`src/rtl/cirno_regfile_pkg.sv`:
```
// cirno_regfile_pkg: op codes and FSM states shared by the Cirno register file.
package cirno_regfile_pkg;
  typedef enum logic [2:0] {
    NOP     = 3'd0,
    READ    = 3'd1,
    WRITE   = 3'd2,
    LOAD_HI = 3'd3,
    LOAD_LO = 3'd4,
    COPY    = 3'd5,
    SWAP    = 3'd6
  } regfile_op_t;
  typedef enum logic {IDLE, SWAP2} regfile_state_t;
endpackage

```
`src/rtl/cirno_regfile.sv`:
```
// cirno_regfile: DEPTH x WIDTH register file, registered dual read, single write port, two-cycle swap.
// Define CIRNO_REGFILE_ZERO_REG_EN to hardwire register 0 to zero.
module cirno_regfile
  import cirno_regfile_pkg::*;
#(
  parameter int WIDTH = 8,
  parameter int DEPTH = 4,
  parameter int AW    = $clog2(DEPTH)
) (
  input  logic               clk,
  input  logic               rst,
  input  logic               op_valid,
  output logic               op_ready,
  input  regfile_op_t        op,
  input  logic [AW-1:0]      ra,
  input  logic [AW-1:0]      rb,
  input  logic               rd_x_en,
  input  logic               rd_y_en,
  input  logic [WIDTH-1:0]   wdata,
  input  logic [WIDTH/2-1:0] imm,
  output logic [WIDTH-1:0]   x,
  output logic [WIDTH-1:0]   y,
  output logic               rd_valid
);
`ifdef CIRNO_REGFILE_ZERO_REG_EN
  localparam bit ZR = 1'b1;
`else
  localparam bit ZR = 1'b0;
`endif
  logic [WIDTH-1:0] mem_q [DEPTH];
  logic [WIDTH-1:0] x_q, y_q, tmp_q, rx, ry, wd;
  logic [AW-1:0]    ra_lat_q, wa;
  logic             rd_valid_q, accept, we;
  regfile_state_t   state_q, state_d;
  assign op_ready = (state_q == IDLE) && !rst;
  assign accept   = op_valid && op_ready;
  assign rx       = (ZR && ra == '0) ? '0 : mem_q[ra];
  assign ry       = (ZR && rb == '0) ? '0 : mem_q[rb];
  assign state_d  = (state_q == SWAP2) ? IDLE : (accept && op == SWAP) ? SWAP2 : IDLE;
  assign x        = x_q;
  assign y        = y_q;
  assign rd_valid = rd_valid_q;
  // The single write port is shared: SWAP2 owns it for the deferred half of a swap.
  always_comb begin
    we = 1'b0;
    wa = ra;
    wd = wdata;
    if (state_q == SWAP2) begin
      we = 1'b1;
      wa = ra_lat_q;
      wd = tmp_q;
    end else if (accept) begin
      case (op)
        WRITE:   we = 1'b1;
        LOAD_HI: begin we = 1'b1; wd = {imm, mem_q[ra][WIDTH/2-1:0]}; end
        LOAD_LO: begin we = 1'b1; wd = {mem_q[ra][WIDTH-1:WIDTH/2], imm}; end
        COPY:    begin we = 1'b1; wd = ry; end
        SWAP:    begin we = 1'b1; wa = rb; wd = rx; end
        default: ;
      endcase
    end
    if (ZR && wa == '0) we = 1'b0;
  end
  always_ff @(posedge clk) begin
    if (rst) begin
      for (int i = 0; i < DEPTH; i++) mem_q[i] <= '0;
      x_q        <= '0;
      y_q        <= '0;
      tmp_q      <= '0;
      ra_lat_q   <= '0;
      rd_valid_q <= 1'b0;
      state_q    <= IDLE;
    end else begin
      if (we) mem_q[wa] <= wd;
      rd_valid_q <= accept && op == READ;
      if (accept && op == READ && rd_x_en) x_q <= rx;
      if (accept && op == READ && rd_y_en) y_q <= ry;
      if (accept && op == SWAP) begin
        tmp_q    <= ry;
        ra_lat_q <= ra;
      end
      state_q <= state_d;
    end
  end
endmodule

```
`config.mk`:
```
export PLATFORM = sky130hd
export DESIGN_NAME = cirno_regfile
export DESIGN_NICKNAME = d
export VERILOG_FILES = /design/src/rtl/cirno_regfile_pkg.sv /design/src/rtl/cirno_regfile.sv
export SDC_FILE = /design/constraint.sdc
export NUM_CORES = 1
export LEC_CHECK = 0
export ABC_AREA = 1
export CAP_MARGIN = 20
export CELL_PAD_IN_SITES_DETAIL_PLACEMENT = 0
export CELL_PAD_IN_SITES_GLOBAL_PLACEMENT = 1
export CORE_UTILIZATION = 37
export CTS_CLUSTER_DIAMETER = 30
export CTS_CLUSTER_SIZE = 20
export DETAILED_ROUTE_END_ITERATION = 8
export HOLD_SLACK_MARGIN = 0.05
export PLACE_DENSITY = 0.86
export SLEW_MARGIN = 20
export SYNTH_ARGS = -nofsm -noshare
export SYNTH_HDL_FRONTEND = slang
export SYNTH_SLANG_ARGS = --single-unit
```
`constraint.sdc`:
```
create_clock -name clk -period 1.93 [get_ports clk]
set_clock_uncertainty 0.15 [all_clocks]
set_input_delay 0.2895 -clock clk [delete_from_list [all_inputs] [get_ports clk]]
set_output_delay 0.2895 -clock clk [all_outputs]
set_load 0.03 [all_outputs]
```
==> flow_metrics.py <==
metrics = {
    "power": {
        "leakage_uw": 0.00201,
        "power.density_nw_per_um2": 732,
        "ir_drop_uv": 258,
    },
    "floorplan": {
        "die_y_um": 95.6,
        "dieArea_sq_um": 9140,
        "fp.dieW_um": 95.6,
        "start_util": 0.389,
        "rows": 33,
        "coreArea_sq_um": 8340,
        "io_pins": 42,
    },
    "routing": {
        "drt-initial-drc-count": 274,
        "wl_met3_um": 437,
        "wl_per_cell_um": 15.7,
        "drcViolationCount": 0,
        "met2RoutedLength_mm": 4.78,
        "vias": 3262,
        "wl_met1_mm": 4.29,
        "route.top_layer_used": "met4",
        "ant_nets": 0,
        "wirelength_mm": 9.93,
        "viasPerCell": 5.16,
        "drt_pass1_iterations": 6,
    },
    "critical_path": {
        "reg2reg_from": "state_q$_SDFF_PP0_",
        "cpPeakStageDelay_ns": 0.44,
        "reg2reg_slack_ns": 0.16,
        "crit_fanout": 8,
        "cp_slowest_cell": "clkdlybuf4s50_1",
        "cp-start-kind": "input pin",
        "crit_chain": "clkdlybuf4s50_1 -> inv_2 -> nand2_4 -> nor2_8 -> o211ai_2 -> a21oi_4 -> nand3_2 -> nand2_2",
        "regToRegEndpoint": "mem_q[0][7]$_SDFFCE_PN0P_",
        "cp_data_required_time_ns": 1.82,
        "critPathCaptureType": "flop",
        "path_delay_family": "buffers and inverters",
        "ff2ff_path_depth": 7,
        "crit_arrival_ns": 1.71,
        "critPathKind": "input pin to flop",
        "crit_buf_inv": 2,
    },
    "worst_hold_path": {
        "hold_depth": 4,
        "worstHoldStart": "op[0]",
        "hold_end": "rd_valid$_SDFF_PP0_",
        "hold_class": "input pin to flop",
    },
    "logic_synthesis": {
        "ys_seq_area_frac": 0.469,
        "synth_top_area_frac": 0.296,
        "ys_ff_latch": 60,
        "synth_nets": 446,
        "syn_inst": 422,
        "synth.area.top_cells": "edfxtp_1, dfxtp_1, nand2_1, nand3_1, a21oi_1",
        "synth.largest_area_cell": "edfxtp_1",
        "yosys_warnings": 0,
        "mappedNetlistArea_sq_um": 3240,
        "avgSynthCellArea_sq_um": 7.68,
        "ys_types": 29,
    },
    "clock_tree": {
        "path_clk_slew_ns": 0.07,
        "cts_hold_buffers": 0,
        "clkLatencyLatePin_ns": 0.35,
        "htreeDepth": 3,
        "clockBufferDepth": 2,
        "cts_sinks": 60,
        "postCtsSetupBuffers": 0,
        "tritoncts": "done",
        "cts_buffers": 9,
        "cts_root_buf": "clkbuf_8",
    },
    "layout": {
        "nFillCells": 789,
        "seq_area_sq_um": 1520,
        "multi_input_area_sq_um": 1540,
        "fin_area_sq_um": 4480,
        "area_growth_pct": 38.2,
        "drive_above_1_share": 0.230,
        "antenna_cells": 0,
        "fin_nets": 546,
        "instances_no_fill": 632,
    },
    "timing": {
        "rsz0062_at_grt": "false",
        "tightest_slew_ns": 0.315,
        "whs_ns": 0.357,
        "final.period_utilization": 0.944,
        "slew_headroom": 0.789,
        "timing.fmax_ghz": 0.549,
        "finalHoldViolCount": 0,
        "fin_crit_ns": 1.82,
        "timing.final.max_slew_violations": 0,
        "setup_viol_count_final": 0,
    },
    "run_status": {
        "outcome": "finished, final reports clean",
    },
    "place": {
        "placed_area_sq_um": 4210,
        "routabilityCongestion": 0.954,
        "port_buffers": 41,
        "placed_cells": 616,
        "place_hpwl_mm": 7.67,
    },
    "global_routing": {
        "grt_overflow": 0,
        "grt_pass1_wl_mm": 15.4,
        "first_global_vias": 3098,
        "antenna_found_initial": 0,
        "grt_max_degree": 32,
        "grt_use_total": 0.236,
    },
    "run": {
        "maxCapViolCount": 0,
    },
}
## layout by cell type (no fill, tap or decap)
master,netlist,routed
edfxtp_1,32,32
dlymetal6s2s_1,0,3
nor2_8,1,1
a21oi_4,1,1
nand3_1,65,64
clkinv_1,2,2
o21ai_2,1,1
nand3_2,5,5
nand2_4,1,1
nor2_4,3,3
nand2_1,124,120
nand2_2,10,14
inv_1,18,17
dfxtp_1,28,28
clkbuf_8,0,9
o21ai_1,4,4
bufinv_16,0,3
buf_4,1,62
nor2_1,42,41
clkdlybuf4s50_1,0,37
inv_4,0,1
o211ai_2,1,1
clkinv_4,1,1
nand4_4,1,1
nor2_2,3,4
o21ai_0,22,22
clkbuf_1,5,2
or2_2,1,1
buf_12,0,4
nand3_4,0,1
a21oi_1,34,34
clkinv_2,1,3
inv_2,4,4
## worst register-to-register path: stages, from the launching register on
cell	delay [ns]
dfxtp_1	0.32
clkinv_2	0.10
nand2_4	0.08
nor2_8	0.13
o211ai_2	0.14
a21oi_4	0.21
nand3_2	0.15
nand2_2	0.18
## state kept, by name, summed over array words and instances, names as in the netlist
name / count
rd_valid: 1
ra_lat_q: 2
mem_q: 32
y: 8
state_q: 1
x: 8
tmp_q: 8
## cell families (layout without fill, tap and decap cells)
| kind of cell | count (synthesis) | after routing | synth area share |
|---|---|---|---|
| AOI/OAI and AO/OA | 63 | 63 | 0.104 |
| buffers and inverters | 43 | 148 | 0.0648 |
| DFF | 60 | 60 | 0.469 |
| and+or+nand+nor | 256 | 256 | 0.362 |
## per-stage QoR
| step | utilization | TNS (ns) | worst slack [ns] | total power, uW |
|---|---|---|---|---|
| finish | 0.537 | 0 | 0.107 | 3280 |
| global route | 0.537 | 0 | 0.00216 | 3390 |
| CTS | 0.534 | 0 | 0.00982 | 3290 |
| detailed placement | 0.505 | -22.00 | -0.377 | 1930 |
| global placement | 0.505 | -18.53 | -0.334 | 1920 |
| floorplan | - | 0 | 0.125 | 1670 |
## cell usage after synthesis
cell,count
o21ai_0,22
clkbuf_2,1
clkinv_1,2
nor2_1,42
nand2_1,124
or2_2,1
nor2_8,1
nor2_2,3
clkbuf_1,5
nand2_2,10
a21oi_4,1
nor2_4,3
buf_4,1
nand3_1,65
buf_6,4
o211ai_2,1
buf_2,6
dfxtp_1,28
clkinv_4,1
clkinv_2,1
edfxtp_1,32
nand4_4,1
a21oi_1,34
o21ai_1,4
nand2_4,1
o21ai_2,1
nand3_2,5
inv_2,4
inv_1,18
## power breakdown
group / internal, uW / total (uW) / switching, uW / leakage, uW
combinational: 225 / 504 / 280 / 0.00133
sequential: 1380 / 1410 / 23.8 / 0.000559
clock: 855 / 1370 / 514 / 0.000117
total: 2460 / 3280 / 818 / 0.00201
## worst max path at each step
stage                                   from  depth (start not counted)  slack [ns]                   endpoint
after floorplan           state_q$_SDFF_PP0_                          7        0.12  mem_q[0][0]$_SDFFCE_PN0P_
after global placement                 op[2]                          9       -0.33  mem_q[0][1]$_SDFFCE_PN0P_
after detailed placement               op[1]                          8       -0.38  mem_q[1][3]$_SDFFCE_PN0P_
after CTS                              op[1]                         11        0.01  mem_q[1][3]$_SDFFCE_PN0P_
after global routing                     rst                         10       0.002  mem_q[0][1]$_SDFFCE_PN0P_
final                                    rst                          8        0.11  mem_q[0][7]$_SDFFCE_PN0P_
## layout make-up
class / instances / area share
clock buffer: 11 / 0.0293
clock inverter: 5 / 0.0223
inverter: 26 / 0.0237
multi-input combinational: 319 / 0.343
sequential: 60 / 0.340
tap: 105 / 0.0293
timing repair buffer: 106 / 0.213
## routing by layer
metal,GRT usage,vias to the layer above
met2,0.388,118
met5,0,-
li1,-,1605
met3,0.0343,36
met1,0.288,1503
met4,0.154,0
## repair_timing
item | CTS | global route
pin swaps | 0 | 1
resized for setup | 3 | 10
endpoints found under the setup margin | 19 | 62
Note: power is estimated with default switching activity, not from simulation.
